--- src/rtl/ibis_light_sequencer_if.sv ---
// ibis_light_sequencer_if
// Bundles every non-clock/reset signal of the light sequencer:
//   - frame control: start, cfg_* (frame size, light origin, attenuation)
//   - source pixel stream: src_valid/src_ready, src_value0/1
//   - lighting unit link: lt_enable, lt_write_registers, lt_x/lt_y,
//     lt_origin_x/y, lt_attenuation, lt_value0/1, lt_value_out, lt_ready
//   - result stream: m_valid/m_ready, m_data, m_last
//   - status: busy, done
// Modport slave is the sequencer's view; master is the surrounding
// environment (frame controller, pixel source, lighting unit, sink).
interface ibis_light_sequencer_if #(
  parameter int WIDTH = 11
);
  logic             start;
  logic [WIDTH-1:0] cfg_width;
  logic [WIDTH-1:0] cfg_height;
  logic [3:0]       cfg_attenuation;
  logic [WIDTH-1:0] cfg_origin_x;
  logic [WIDTH-1:0] cfg_origin_y;
  logic             src_valid;
  logic             src_ready;
  logic [7:0]       src_value0;
  logic [7:0]       src_value1;
  logic             lt_enable;
  logic [2:0]       lt_write_registers;
  logic [WIDTH-1:0] lt_x;
  logic [WIDTH-1:0] lt_y;
  logic [WIDTH-1:0] lt_origin_x;
  logic [WIDTH-1:0] lt_origin_y;
  logic [3:0]       lt_attenuation;
  logic [7:0]       lt_value0;
  logic [7:0]       lt_value1;
  logic [7:0]       lt_value_out;
  logic             lt_ready;
  logic             m_valid;
  logic             m_ready;
  logic [7:0]       m_data;
  logic             m_last;
  logic             busy;
  logic             done;

  modport slave (
    input  start, cfg_width, cfg_height, cfg_attenuation, cfg_origin_x,
           cfg_origin_y, src_valid, src_value0, src_value1, lt_value_out,
           lt_ready, m_ready,
    output src_ready, lt_enable, lt_write_registers, lt_x, lt_y,
           lt_origin_x, lt_origin_y, lt_attenuation, lt_value0, lt_value1,
           m_valid, m_data, m_last, busy, done
  );

  modport master (
    output start, cfg_width, cfg_height, cfg_attenuation, cfg_origin_x,
           cfg_origin_y, src_valid, src_value0, src_value1, lt_value_out,
           lt_ready, m_ready,
    input  src_ready, lt_enable, lt_write_registers, lt_x, lt_y,
           lt_origin_x, lt_origin_y, lt_attenuation, lt_value0, lt_value1,
           m_valid, m_data, m_last, busy, done
  );
endinterface

--- src/rtl/ibis_light_sequencer.sv ---
// ibis_light_sequencer
// Walks a frame in raster order, feeding one source pixel at a time into a
// ten-phase lighting unit and streaming each result out on m_*.
// Ports:
//   aclk     - clock, rising edge
//   aresetn  - async active-low reset, shared with the lighting unit
//   bus      - ibis_light_sequencer_if.slave (control, source, lighting
//              unit link, result stream, status)
//
// state  | meaning
// S_IDLE | waiting for start; lt_enable held low
// S_RUN  | frame active; pixels accepted at p=0, results captured after p=9
module ibis_light_sequencer #(
  parameter int WIDTH = 11
) (
  input  logic                  aclk,
  input  logic                  aresetn,
  ibis_light_sequencer_if.slave bus
);
  typedef enum logic {S_IDLE = 1'b0, S_RUN = 1'b1} state_t;

  state_t           r_state;
  logic [3:0]       r_p;
  logic [WIDTH-1:0] r_x, r_y;
  logic [WIDTH-1:0] r_cfg_w, r_cfg_h, r_org_x, r_org_y;
  logic [3:0]       r_att;
  logic             r_first;
  logic             r_remain;
  logic             r_last_op;
  logic             r_cap_pend;
  logic             r_m_valid, r_m_last, r_done, r_busy;
  logic [7:0]       r_m_data;

  logic w_run, w_lt_enable, w_accept, w_x_end, w_y_end;

  assign w_run   = (r_state == S_RUN);
  assign w_x_end = (r_x == r_cfg_w - WIDTH'(1));
  assign w_y_end = (r_y == r_cfg_h - WIDTH'(1));

  // p mirrors the lighting unit's one-hot phase; p=9 stalls while an
  // unconsumed result still occupies the output register.
  always_comb begin
    w_lt_enable = 1'b0;
    if (w_run) begin
      if (r_p == 4'd0)      w_lt_enable = bus.src_valid & r_remain;
      else if (r_p == 4'd9) w_lt_enable = ~r_m_valid | bus.m_ready;
      else                  w_lt_enable = 1'b1;
    end
  end

  assign w_accept = w_lt_enable & (r_p == 4'd0);

  always_ff @(posedge aclk or negedge aresetn) begin
    if (!aresetn) begin
      r_state    <= S_IDLE;
      r_p        <= 4'd0;
      r_x        <= '0;
      r_y        <= '0;
      r_cfg_w    <= '0;
      r_cfg_h    <= '0;
      r_org_x    <= '0;
      r_org_y    <= '0;
      r_att      <= 4'd0;
      r_first    <= 1'b0;
      r_remain   <= 1'b0;
      r_last_op  <= 1'b0;
      r_cap_pend <= 1'b0;
      r_m_valid  <= 1'b0;
      r_m_last   <= 1'b0;
      r_m_data   <= 8'd0;
      r_done     <= 1'b0;
      r_busy     <= 1'b0;
    end else begin
      r_done     <= 1'b0;
      r_cap_pend <= w_lt_enable & (r_p == 4'd9);
      if (w_lt_enable) r_p <= (r_p == 4'd9) ? 4'd0 : r_p + 4'd1;

      // A capture always lands on an empty output register: p=9 only
      // advanced if the previous beat was absent or consumed.
      if (r_cap_pend) begin
        r_m_valid <= 1'b1;
        r_m_data  <= bus.lt_value_out;
        r_m_last  <= r_last_op;
      end else if (bus.m_ready) begin
        r_m_valid <= 1'b0;
      end

      case (r_state)
        S_IDLE: begin
          if (bus.start) begin
            if ((bus.cfg_width != '0) && (bus.cfg_height != '0)) begin
              r_cfg_w   <= bus.cfg_width;
              r_cfg_h   <= bus.cfg_height;
              r_org_x   <= bus.cfg_origin_x;
              r_org_y   <= bus.cfg_origin_y;
              r_att     <= bus.cfg_attenuation;
              r_x       <= '0;
              r_y       <= '0;
              r_first   <= 1'b1;
              r_remain  <= 1'b1;
              r_last_op <= 1'b0;
              r_busy    <= 1'b1;
              r_state   <= S_RUN;
            end else begin
              r_done <= 1'b1;
            end
          end
        end
        S_RUN: begin
          if (w_accept) begin
            r_first   <= 1'b0;
            r_last_op <= w_x_end & w_y_end;
            if (w_x_end) begin
              r_x <= '0;
              r_y <= r_y + WIDTH'(1);
              if (w_y_end) r_remain <= 1'b0;
            end else begin
              r_x <= r_x + WIDTH'(1);
            end
          end
          if (r_cap_pend && r_last_op) begin
            r_done  <= 1'b1;
            r_busy  <= 1'b0;
            r_state <= S_IDLE;
          end
        end
        default: r_state <= S_IDLE;
      endcase
    end
  end

  assign bus.lt_enable          = w_lt_enable;
  assign bus.src_ready          = w_accept;
  assign bus.lt_write_registers = {3{w_accept & r_first}};
  assign bus.lt_x               = r_x;
  assign bus.lt_y               = r_y;
  assign bus.lt_origin_x        = r_org_x;
  assign bus.lt_origin_y        = r_org_y;
  assign bus.lt_attenuation     = r_att;
  assign bus.lt_value0          = bus.src_value0;
  assign bus.lt_value1          = bus.src_value1;
  assign bus.m_valid            = r_m_valid;
  assign bus.m_data             = r_m_data;
  assign bus.m_last             = r_m_last;
  assign bus.done               = r_done;
  assign bus.busy               = r_busy;

  // lt_ready is only a cross-check that both phase trackers agree.
  a_lt_ready_phase: assert property (@(posedge aclk) disable iff (!aresetn)
    bus.lt_ready == (r_p == 4'd9));

endmodule

--- src/flat_wrapper.sv ---
// flat-port wrapper written by rule: the top's interface ports become plain ports
module ibis_light_sequencer_flat 
#(
  parameter int WIDTH = 11
)
  (aclk, aresetn, bus_start, bus_cfg_width, bus_cfg_height, bus_cfg_attenuation, bus_cfg_origin_x, bus_cfg_origin_y, bus_src_valid, bus_src_value0, bus_src_value1, bus_lt_value_out, bus_lt_ready, bus_m_ready, bus_src_ready, bus_lt_enable, bus_lt_write_registers, bus_lt_x, bus_lt_y, bus_lt_origin_x, bus_lt_origin_y, bus_lt_attenuation, bus_lt_value0, bus_lt_value1, bus_m_valid, bus_m_data, bus_m_last, bus_busy, bus_done);
  ibis_light_sequencer_if #(.WIDTH(WIDTH)) bus_i ();
  input  logic aclk;
  input  logic aresetn;
  input wire logic [$bits(bus_i.start)-1:0] bus_start;
  input wire logic [$bits(bus_i.cfg_width)-1:0] bus_cfg_width;
  input wire logic [$bits(bus_i.cfg_height)-1:0] bus_cfg_height;
  input wire logic [$bits(bus_i.cfg_attenuation)-1:0] bus_cfg_attenuation;
  input wire logic [$bits(bus_i.cfg_origin_x)-1:0] bus_cfg_origin_x;
  input wire logic [$bits(bus_i.cfg_origin_y)-1:0] bus_cfg_origin_y;
  input wire logic [$bits(bus_i.src_valid)-1:0] bus_src_valid;
  input wire logic [$bits(bus_i.src_value0)-1:0] bus_src_value0;
  input wire logic [$bits(bus_i.src_value1)-1:0] bus_src_value1;
  input wire logic [$bits(bus_i.lt_value_out)-1:0] bus_lt_value_out;
  input wire logic [$bits(bus_i.lt_ready)-1:0] bus_lt_ready;
  input wire logic [$bits(bus_i.m_ready)-1:0] bus_m_ready;
  output wire logic [$bits(bus_i.src_ready)-1:0] bus_src_ready;
  output wire logic [$bits(bus_i.lt_enable)-1:0] bus_lt_enable;
  output wire logic [$bits(bus_i.lt_write_registers)-1:0] bus_lt_write_registers;
  output wire logic [$bits(bus_i.lt_x)-1:0] bus_lt_x;
  output wire logic [$bits(bus_i.lt_y)-1:0] bus_lt_y;
  output wire logic [$bits(bus_i.lt_origin_x)-1:0] bus_lt_origin_x;
  output wire logic [$bits(bus_i.lt_origin_y)-1:0] bus_lt_origin_y;
  output wire logic [$bits(bus_i.lt_attenuation)-1:0] bus_lt_attenuation;
  output wire logic [$bits(bus_i.lt_value0)-1:0] bus_lt_value0;
  output wire logic [$bits(bus_i.lt_value1)-1:0] bus_lt_value1;
  output wire logic [$bits(bus_i.m_valid)-1:0] bus_m_valid;
  output wire logic [$bits(bus_i.m_data)-1:0] bus_m_data;
  output wire logic [$bits(bus_i.m_last)-1:0] bus_m_last;
  output wire logic [$bits(bus_i.busy)-1:0] bus_busy;
  output wire logic [$bits(bus_i.done)-1:0] bus_done;
  assign bus_i.start = bus_start;
  assign bus_i.cfg_width = bus_cfg_width;
  assign bus_i.cfg_height = bus_cfg_height;
  assign bus_i.cfg_attenuation = bus_cfg_attenuation;
  assign bus_i.cfg_origin_x = bus_cfg_origin_x;
  assign bus_i.cfg_origin_y = bus_cfg_origin_y;
  assign bus_i.src_valid = bus_src_valid;
  assign bus_i.src_value0 = bus_src_value0;
  assign bus_i.src_value1 = bus_src_value1;
  assign bus_i.lt_value_out = bus_lt_value_out;
  assign bus_i.lt_ready = bus_lt_ready;
  assign bus_i.m_ready = bus_m_ready;
  assign bus_src_ready = bus_i.src_ready;
  assign bus_lt_enable = bus_i.lt_enable;
  assign bus_lt_write_registers = bus_i.lt_write_registers;
  assign bus_lt_x = bus_i.lt_x;
  assign bus_lt_y = bus_i.lt_y;
  assign bus_lt_origin_x = bus_i.lt_origin_x;
  assign bus_lt_origin_y = bus_i.lt_origin_y;
  assign bus_lt_attenuation = bus_i.lt_attenuation;
  assign bus_lt_value0 = bus_i.lt_value0;
  assign bus_lt_value1 = bus_i.lt_value1;
  assign bus_m_valid = bus_i.m_valid;
  assign bus_m_data = bus_i.m_data;
  assign bus_m_last = bus_i.m_last;
  assign bus_busy = bus_i.busy;
  assign bus_done = bus_i.done;
  ibis_light_sequencer #(.WIDTH(WIDTH)) u_core (.aclk(aclk), .aresetn(aresetn), .bus(bus_i));
endmodule
--- config.mk ---
export PLATFORM = sky130hd
export DESIGN_NAME = ibis_light_sequencer_flat
export DESIGN_NICKNAME = d
export VERILOG_FILES = /design/src/rtl/ibis_light_sequencer_if.sv /design/src/rtl/ibis_light_sequencer.sv /design/src/flat_wrapper.sv
export SDC_FILE = /design/constraint.sdc
export NUM_CORES = 1
export LEC_CHECK = 0
export BUFFER_PORTS_ARGS = -buffer_cell sky130_fd_sc_hd__buf_2
export CAP_MARGIN = 25
export CORE_ASPECT_RATIO = 0.6
export CORE_MARGIN = 2
export CORE_UTILIZATION = 33
export CTS_CLUSTER_SIZE = 24
export DETAILED_ROUTE_END_ITERATION = 8
export SLEW_MARGIN = 40
export SYNTH_ARGS = -nofsm -noshare
export SYNTH_HDL_FRONTEND = slang
export SYNTH_SLANG_ARGS = --single-unit
--- constraint.sdc ---
create_clock -name aclk -period 4 [get_ports aclk]
set_input_delay 0.6 -clock aclk [delete_from_list [all_inputs] [get_ports aclk]]
set_output_delay 0.6 -clock aclk [all_outputs]
set_load 0.01 [all_outputs]
==> results of run 1 <==
## sequential cells by signal, indices dropped and copies added, names as in the netlist
signal	cells
u_core.bus.done	1
u_core.r_remain	1
u_core.bus.lt_x	11
u_core.bus.lt_origin_x	11
u_core.r_cfg_w	11
u_core.bus.lt_attenuation	4
u_core.bus.m_last	1
u_core.bus.lt_y	11
u_core.bus.lt_origin_y	11
u_core.r_p	4
u_core.r_last_op	1
u_core.r_first	1
u_core.r_cfg_h	11
u_core.bus.busy	1
u_core.r_state	1
u_core.bus.m_valid	1
u_core.bus.m_data	8
u_core.r_cap_pend	1
## stage by stage
step	instance area, sq um	hold slack [ns]	setup slack [ns]	instances
final	5704	0.2383	0.8215	823
after global routing	5704	0.2914	0.6572	823
after CTS	5704	0.2667	0.8556	823
after detailed placement	5388	0.4584	0.8808	807
after global placement	5359	0.4523	0.7588	807
after floorplan	4706	0.3044	1.391	533
## kinds of logic (layout without fill, tap and decap cells)
family | after synthesis | after routing | synth area share
buf+inv | 53 | 151 | 0.05770
fa+ha+maj | 4 | 4 | 0.01064
mux | 11 | 11 | 0.02579
flops | 91 | 91 | 0.4839
simple gates | 272 | 272 | 0.2622
xor+xnor | 36 | 36 | 0.06700
compound gates | 66 | 66 | 0.09280
## metal layers
| metal | wire length, um | GRT usage |
|---|---|---|
| met1 | 6064 | 0.2440 |
| met2 | 5291 | 0.2431 |
| met3 | 761 | 0.04326 |
| met4 | 21 | 0.02628 |
| met5 | 0 | 0 |
## path summary, 6_finish.rpt
check,startpoint,to,depth (start not counted)
setup / recovery,u_core.r_cfg_w[2],u_core.bus.lt_y[3],7
hold / removal,aresetn,u_core.bus.lt_x[10],1
setup reg to reg,u_core.r_cfg_w[2],u_core.bus.lt_y[3],7
hold reg to reg,u_core.bus.lt_attenuation[3],u_core.bus.lt_attenuation[3],2
max in group asynchronous,aresetn,u_core.bus.lt_origin_y[8],2
min in group aclk,bus_cfg_origin_x[9],u_core.bus.lt_origin_x[9],3
## placed cells by master, fill, tap and decap left out, types with 2 or more instances in the layout
| cell | synthesis | routed |
|---|---|---|
| nand2_1 | 167 | 166 |
| buf_2 | 4 | 124 |
| dfrtp_1 | 91 | 91 |
| nor2_1 | 21 | 21 |
| nand3_1 | 19 | 19 |
| xnor2_1 | 18 | 18 |
| xor2_1 | 18 | 18 |
| o21ai_0 | 17 | 17 |
| a21oi_1 | 12 | 12 |
| nor3_1 | 11 | 11 |
| inv_1 | 9 | 9 |
| mux2_2 | 9 | 9 |
| clkbuf_16 | 0 | 9 |
| nor4_1 | 8 | 8 |
| nor2b_1 | 7 | 7 |
| or3_1 | 7 | 7 |
| a21o_1 | 7 | 7 |
| or4_1 | 6 | 6 |
| o31ai_1 | 6 | 6 |
| and3_1 | 5 | 5 |
| and2_1 | 5 | 4 |
| nand4_1 | 4 | 4 |
| ha_1 | 4 | 4 |
| nor3b_1 | 3 | 3 |
| o2111ai_1 | 3 | 3 |
| o21a_1 | 3 | 3 |
| a22o_1 | 3 | 3 |
| clkinv_2 | 0 | 3 |
| a211oi_1 | 2 | 2 |
| and4_1 | 2 | 2 |
| a2111oi_0 | 2 | 2 |
| o211ai_1 | 2 | 2 |
| mux2i_1 | 2 | 2 |
| bufinv_16 | 0 | 2 |
## area by class of cell
class,instances,share of cell area
flip-flops and latches,91,0.3992
multi-input cells,389,0.3852
well taps,192,0.04211
inverters,9,0.005922
clock buffers,9,0.03948
clock inverters,7,0.01601
repair buffers,126,0.1121
## power by group
group	leakage, nW	switching [mW]	total (mW)	internal (mW)
combinational	1.59	0.241	0.469	0.228
clock	0.156	0.360	0.906	0.546
sequential	1.16	0.119	1.15	1.03
## worst max-delay path: cells and delay by family, from the launching register on
family          cells  cell delay [ns]
compound gates      3             0.73
simple gates        4             1.89
flops               1             0.47
==> results_dict.tcl, run 1 <==
set metrics [dict create \
    status "finished, final reports clean" \
    ys_seq_area_frac 0.4839 \
    drc 0 \
    finalClockSkew_ns 0.01004 \
    synth_area_leader_cell "dfrtp_1" \
    tightestPinTransition_ns 0.7874 \
    syn-num-nets 615 \
    synthToLayoutAreaGrowth_pct 21.22 \
    grt_pass1_vias 3840 \
    cp_slowest_cell "or4_1" \
    cts-buffers-inserted 9 \
    die_w_um 158.2 \
    cap_violations 0 \
    drive_above_1_share 0.2520 \
    fin_crit_ns 3.179 \
    critPathLaunchType "flop" \
    powerDensity_nw_per_um2 443.3 \
    synth_edf_count 0 \
    grt_util_all_layers 0.1641 \
    utilization 0.4136 \
    antenna_found_initial 0 \
    tns_ns 0 \
    cts_max_level 3 \
    slew_headroom 0.4734 \
    hold_violations 0 \
    path_max_fanout 29 \
    min_path_type "in2async" \
    synth_seq_cells 91 \
    ys_warn_count 0 \
    fillerInstances 1407 \
    viasPerCell 4.894 \
    dp_hpwl_mm 8.815 \
    core_area_sq_um 13790 \
    required_ns 4.26 \
    wl_per_cell_um 14.75 \
    syn-cell-area_sq_um 4706 \
    grt_pass1_wl_mm 19.46 \
    synthCells 533 \
    io_buffers 125 \
    worstSetupEndpointType "flop" \
    cts_root_buffer "clkbuf_16" \
    postSynthAreaPerCell_sq_um 8.829 \
    critical-path-max-stage-delay_ns 0.63 \
    boundaryPins 159 \
    post-route-period-util 0.7946 \
    synth_top_area_frac 0.4839 \
    num_vias 4028 \
    cts_setup_buffers 0 \
    overflow 0 \
    firstDrtPassIters 4 \
    nets 708 \
    drtAntennaViolNets 0 \
    insertedDiodeCount 0 \
    slew_viol_final 0 \
    routed_wl_mm 12.14 \
    yosysMostFrequentCell "nand2_1" \
    cts_resized 0 \
    synth_area_leaders "dfrtp_1 (48%), nand2_1 (13%), xnor2_1 (3.4%)" \
    rsz0062_at_grt "no" \
    die_area_sq_um 15260 \
    r2r_slack_ns 0.82 \
    area.sequential_sq_um 2277 \
    timing.fmax_mhz 314.6 \
    clk_latency_ns 0.34 \
    cts_tree "yes" \
    multi_input_area_sq_um 2197 \
    path_class "reg2reg" \
    num_rows 33 \
    synth_top_cells_by_count "nand2_1 (167), dfrtp_1 (91), nor2_1 (21)" \
    clk_pin_slew_ns 0.06 \
    arrival_ns 3.44 \
    vdd_drop_max_mv 0.1912 \
    gp_congestion 0.8496 \
    synthArstFlopShare 1.000 \
    setup_viol 0 \
    drt_first_iter_violations 283 \
    synth-main-ff-cell "dfrtp_1" \
    total_power_mw 2.529 \
    p_leak_nw 2.902 \
    start_util 0.3412 \
    ctsHoldBuffers 0 \
    cts_max_path_buffers 2 \
    grt_max_degree 66 \
    clkSinkCount 91 \
    critPathMostFrequentCell "or4_1" \
    worstPathCellList "or4_1, nor3_2, o2111ai_1, nor4b_2, a41oi_4, or4_1, a21oi_1" \
    fp.dieH_um 96.50 \
    ys_types 49 \
]
(Power assumes the default switching activity.)
==> run 2: changes to the inputs <==
Clock period 4 ns to 2.9 ns, I/O delays scaled along.
==> run 2 against run 1 <==
Against the previous run: register-to-register slack got worse by 0.68 ns; critical path type unchanged; critical path depth rose by 1; die area did not move; fmax rose by 15%.
==> results_dict.tcl, run 2 (same netlist as run 1, synthesis figures left out) <==
set metrics [dict create \
    status "finished, final reports clean" \
    grt_pass1_wl_mm 19.41 \
    post-route-period-util 0.9528 \
    clk_latency_ns 0.35 \
    tightestPinTransition_ns 0.5976 \
    arrival_ns 3.04 \
    clkSinkCount 91 \
    clockPowerShare 0.358 \
    internal_power_mw 2.469 \
    finalClockSkew_ns 0.01125 \
    grt_max_degree 56 \
    start_util 0.3412 \
    gp_congestion 0.8377 \
    drc 0 \
    hold_violations 0 \
    firstDrtPassIters 4 \
    dp_hpwl_mm 8.905 \
    synthToLayoutAreaGrowth_pct 25.26 \
    die_area_sq_um 15260 \
    required_ns 3.18 \
    path_class "reg2reg" \
    overflow 0 \
    cts_max_level 3 \
    combPwrFrac 0.189 \
    wl_per_cell_um 14.59 \
    cts-buffers-inserted 9 \
    cts_tree "yes" \
    clk_pin_slew_ns 0.07 \
    post-route-worst-setup-slack_ns 0.1369 \
    utilization 0.4274 \
    setup_viol 0 \
    viasPerCell 4.825 \
    vdd_drop_max_mv 0.2821 \
    min_path_type "in2async" \
    num_vias 4043 \
    seq_power_share 0.454 \
    layout_common_cells "nand2_1 (166), buf_2 (124), dfrtp_1 (91)" \
    ctsHoldBuffers 0 \
    powerDensity_nw_per_um2 594.0 \
    io_buffers 125 \
    cts_max_path_buffers 2 \
    nets 723 \
    drive_above_1_share 0.2786 \
    critPathLaunchType "flop" \
    netSwitchingFraction 0.2947 \
    final_common_cell "nand2_1" \
    fin_crit_ns 2.763 \
    grt_util_all_layers 0.1648 \
    fillerInstances 1397 \
    cp_slowest_cell "or4_4" \
    timing.fmax_mhz 361.9 \
    drt_first_iter_violations 258 \
    die_w_um 158.2 \
    fp.dieH_um 96.50 \
    total_power_mw 3.501 \
    critical-path-max-stage-delay_ns 0.57 \
    boundaryPins 159 \
    routed_wl_mm 12.23 \
    insertedDiodeCount 0 \
    slew_viol_final 0 \
    core_area_sq_um 13790 \
    slew_headroom 0.6016 \
    tns_ns 0 \
    num_rows 33 \
    switchingPower_mw 1.032 \
    worstPathCellList "or4_4, nor3_2, o2111ai_1, nor4b_2, a41oi_2, buf_12, or4_1, a21oi_1" \
    cap_violations 0 \
    cts_root_buffer "clkbuf_16" \
    grt_pass1_vias 3787 \
    antenna_found_initial 0 \
    pre_cts_slack_ns 0.1181 \
    p_leak_nw 3.000 \
    drtAntennaViolNets 0 \
    path_max_fanout 15 \
    worstSetupEndpointType "flop" \
]
## run 2: worst paths after layout
kind                       slack (ns)  cells after the start                 startpoint                      endpoint
setup / recovery                 0.14                      8          u_core.r_cfg_w[1]            u_core.bus.lt_y[9]
max in group asynchronous        2.13                      3                    aresetn             u_core.r_cfg_h[3]
hold / removal                   0.03                      1                    aresetn           u_core.bus.lt_x[10]
setup reg to reg                 0.14                      8          u_core.r_cfg_w[1]            u_core.bus.lt_y[9]
hold reg to reg                  0.47                      2  u_core.bus.lt_origin_y[6]     u_core.bus.lt_origin_y[6]
min in group aclk                0.27                      3     bus_cfg_attenuation[2]  u_core.bus.lt_attenuation[2]
## run 2: repair_timing
item                                    CTS  global route
resized for setup                         0             6
endpoints found under the hold margin     0             0
endpoints found under the setup margin    0             4
buffers inserted                          0             1
## run 2: per-layer routing
metal	share of wire	GRT usage	vias up
li1	-	-	2001
met1	0.50	0.2438	1915
met2	0.42	0.2380	119
met3	0.068	0.05219	8
met4	0.0045	0.02703	0
met5	0	0	-
## run 2: stage by stage
| stage | hold WS [ns] | instances | cell area (sq um) |
|---|---|---|---|
| floorplan | 0.1394 | 533 | 4706 |
| global placement | 0.4533 | 819 | 5499 |
| detailed placement | 0.4610 | 819 | 5499 |
| CTS | 0.1691 | 835 | 5817 |
| global route | 0.05758 | 838 | 5894 |
| finish | 0.03015 | 838 | 5894 |
## run 2: layout make-up
class	instances	area [sq um]	share of cell area
multi-input cells	389	2197	0.3727
clock inverters	6	78.83	0.01337
flip-flops and latches	91	2277	0.3863
clock buffers	10	239.0	0.04054
inverters	9	33.78	0.005731
repair buffers	141	828.3	0.1405
well taps	192	240.2	0.04076
## run 2: worst max-delay path, delay by kind of cell, from the launching register on
| kind | cells | cell delay (ns) |
|---|---|---|
| simple gates | 4 | 1.59 |
| compound gates | 3 | 0.49 |
| flops | 1 | 0.42 |
| buf+inv | 1 | 0.20 |
## run 2: power by group through the flow
stage	Clock [mW]	Combinational (mW)	Sequential, mW
3_5_place_dp	0	0.660	1.61
2_1_floorplan	0	0.378	1.62
6_report	1.25	0.660	1.59
5_1_grt	1.34	0.734	1.62
4_1_cts	1.29	0.660	1.59
3_3_place_gp	0	0.640	1.60
==> run 3: changes to the inputs <==
Settings changed: ABC_AREA from default to 1.
==> run 3 against run 2 <==
Against the previous run: clock skew rose by 0.0016 ns; cell count rose by 19%; combinational power rose by 15%; register-to-register slack improved by 0.22 ns; final area rose by 2.6%; clock power fell by 5%; synthesized cell count rose by 30%; area after synthesis rose by 7.3%; critical path depth rose by 5; flip-flop and latch count did not move; sequential share of layout area fell by 0.98 points.
==> results_dict.tcl, run 3 <==
set metrics [dict create \
    status "finished, final reports clean" \
    drc 0 \
    crit_start "u_core.r_cfg_w[0]" \
    cts_max_path_buffers 2 \
    netSwitchingFraction 0.3381 \
    finalNonFillerCells 999 \
    critical-path-max-stage-delay_ns 0.42 \
    final_area_sq_um 6047 \
    synthArstFlopShare 1.000 \
    synth-main-ff-cell "dfrtp_1" \
    combPwrFrac 0.215 \
    powerDensity_nw_per_um2 584.1 \
    path_max_fanout 15 \
    wl_per_cell_um 13.52 \
    num_rows 34 \
    cts_resized 0 \
    nets 877 \
    grt_pass1_wl_mm 22.33 \
    postSynthAreaPerCell_sq_um 7.297 \
    cts_root_buffer "clkbuf_16" \
    arrival_ns 2.77 \
    synth_seq_cells 91 \
    drt_first_iter_violations 269 \
    dp_hpwl_mm 10.00 \
    r2r_cells 13 \
    final_common_cell "nand2_1" \
    synthToLayoutAreaGrowth_pct 19.75 \
    vdd_drop_max_mv 0.3004 \
    clk_latency_ns 0.34 \
    cts-buffers-inserted 9 \
    r2r_start "u_core.r_cfg_w[0]" \
    crit_family "simple AND/OR/NAND/NOR gates" \
    tns_ns 0 \
    fin_crit_ns 2.544 \
    num_vias 4655 \
    die_w_um 163.7 \
    drtAntennaViolNets 0 \
    r2r_slack_ns 0.36 \
    post_dp_cell_area_sq_um 5746 \
    synth_area_leader_cell "dfrtp_1" \
    ys_types 32 \
    crit_cells 13 \
    core_area_sq_um 14720 \
    die_area_sq_um 16340 \
    worstSetupEndpointType "flop" \
    seq_power_share 0.446 \
    critPathMostFrequentCell "inv_1" \
    slew_headroom 0.5838 \
    firstDrtPassIters 7 \
    clkSinkCount 91 \
    path_class "reg2reg" \
    setup_viol 0 \
    path_buf_inv 3 \
    synth_area_leaders "dfrtp_1 (45%), nand2_1 (18%), nand3_1 (7.5%)" \
    start_util 0.3431 \
    utilization 0.4108 \
    io_buffers 125 \
    synthCells 692 \
    drive_above_1_share 0.2000 \
    tightestPinTransition_ns 0.6243 \
    timing.rr.end "u_core.bus.lt_x[10]" \
    ctsHoldBuffers 0 \
    viasPerCell 4.660 \
    synth_top_cells_by_count "nand2_1 (237), dfrtp_1 (91), nor2_1 (80)" \
    cp_slowest_cell "dfrtp_1" \
    worstPathCellList "inv_1, ha_1, inv_1, nor2_1, nand2_1, o21bai_2, nand2_1, nor2_2, nand3_2, nand2_4, nand2_4, inv_1, nor2_1" \
    hold_violations 0 \
    required_ns 3.13 \
    worstSetupEndpoint "u_core.bus.lt_x[10]" \
    post-route-period-util 0.8774 \
    min_path_type "in2async" \
    synth_top_area_frac 0.4509 \
    finalClockSkew_ns 0.01288 \
    grt_util_all_layers 0.1721 \
    overflow 0 \
    antenna_found_initial 1 \
    rsz0062_at_grt "no" \
    grt_max_degree 55 \
    clk_pin_slew_ns 0.07 \
    switchingPower_mw 1.194 \
    dp_cells 982 \
    p_leak_nw 3.505 \
    fp.dieH_um 99.82 \
    cap_violations 0 \
    critPathLaunchType "flop" \
    boundaryPins 159 \
    routed_wl_mm 13.51 \
    ys_seq_area_frac 0.4509 \
    timing.fmax_mhz 393.0 \
    slew_viol_final 0 \
    yosysMostFrequentCell "nand2_1" \
    ys_warn_count 0 \
    gp_congestion 0.8274 \
    layout_common_cells "nand2_1 (237), buf_2 (124), dfrtp_1 (91)" \
    cts_setup_buffers 0 \
    syn-num-nets 774 \
    cts_tree "yes" \
    cts_max_level 3 \
    synth_edf_count 0 \
    grt_pass1_vias 4256 \
    internal_power_mw 2.338 \
    clockPowerShare 0.338 \
    syn-cell-area_sq_um 5050 \
]
==> run 3: layout make-up <==
cell class | instances | area [sq um]
Clock inverter | 6 | 60.06
Clock buffer | 10 | 239.0
Inverter | 68 | 255.2
Tap cell | 198 | 247.7
Sequential cell | 91 | 2277
Multi-Input combinational cell | 493 | 2272
Fill cell | 1602 | 8672
Timing Repair Buffer | 132 | 693.2
Antenna cell | 1 | 2.502
==> run 3: power by group through the flow <==
stage          Combinational [mW]  Sequential, mW  Clock [mW]
2_1_floorplan               0.441            1.61           0
3_3_place_gp                0.771            1.60           0
3_5_place_dp                0.768            1.60           0
4_1_cts                     0.768            1.58        1.24
5_1_grt                     0.880            1.60        1.29
6_report                    0.760            1.58        1.19
==> run 3: worst register-to-register path: stages, from the launching register on <==
cell and delay [ns]:
dfrtp_1 0.42, inv_1 0.17, ha_1 0.26, inv_1 0.09, nor2_1 0.21, nand2_1 0.16, o21bai_2 0.13, nand2_1 0.09
nor2_2 0.12, nand3_2 0.14, nand2_4 0.20, nand2_4 0.18, inv_1 0.21, nor2_1 0.06
==> run 3: per-layer routing <==
layer,GRT usage,wire length (um),vias to the layer above
li1,-,-,2365
met3,0.05165,1146,7
met2,0.2279,5098,141
met4,0.03509,68,0
met1,0.2709,7194,2142
met5,0,0,-
==> run 3: metrics by stage <==
stage	setup slack (ns)	hold slack [ns]	power, mW
after floorplan	0.9608	0.1394	2.049
after global placement	0.4062	0.4522	2.368
after detailed placement	0.3866	0.4531	2.367
after CTS	0.3677	0.09280	3.580
after global routing	0.06891	0.1176	3.766
final	0.3555	0.07520	3.532
==> run 3: kinds of logic (layout without fill, tap and decap cells) <==
logic type | after synthesis | in the layout | synth area share
AND/OR/NAND/NOR | 428 | 428 | 0.3608
buffers and inverters | 108 | 216 | 0.09911
flip-flops | 91 | 91 | 0.4509
AO/OA/AOI/OAI | 39 | 39 | 0.04113
XOR/XNOR | 22 | 22 | 0.03816
adder cells (fa/ha/maj) | 4 | 4 | 0.009911
other | 0 | 1 | 0
==> run 3: worst min-delay path by stage <==
| stage | startpoint | to | slack [ns] | cells past startpoint |
|---|---|---|---|---|
| global route | aresetn | u_core.r_cfg_h[6] | 0.12 | 1 |
| finish | aresetn | u_core.r_cfg_h[6] | 0.08 | 1 |
| detailed placement | u_core.bus.m_data[3] | u_core.bus.m_data[3] | 0.45 | 2 |
| CTS | aresetn | u_core.r_cfg_h[6] | 0.09 | 1 |
| floorplan | aresetn | u_core.bus.busy | 0.14 | 0 |
| global placement | u_core.bus.lt_origin_y[4] | u_core.bus.lt_origin_y[4] | 0.45 | 2 |
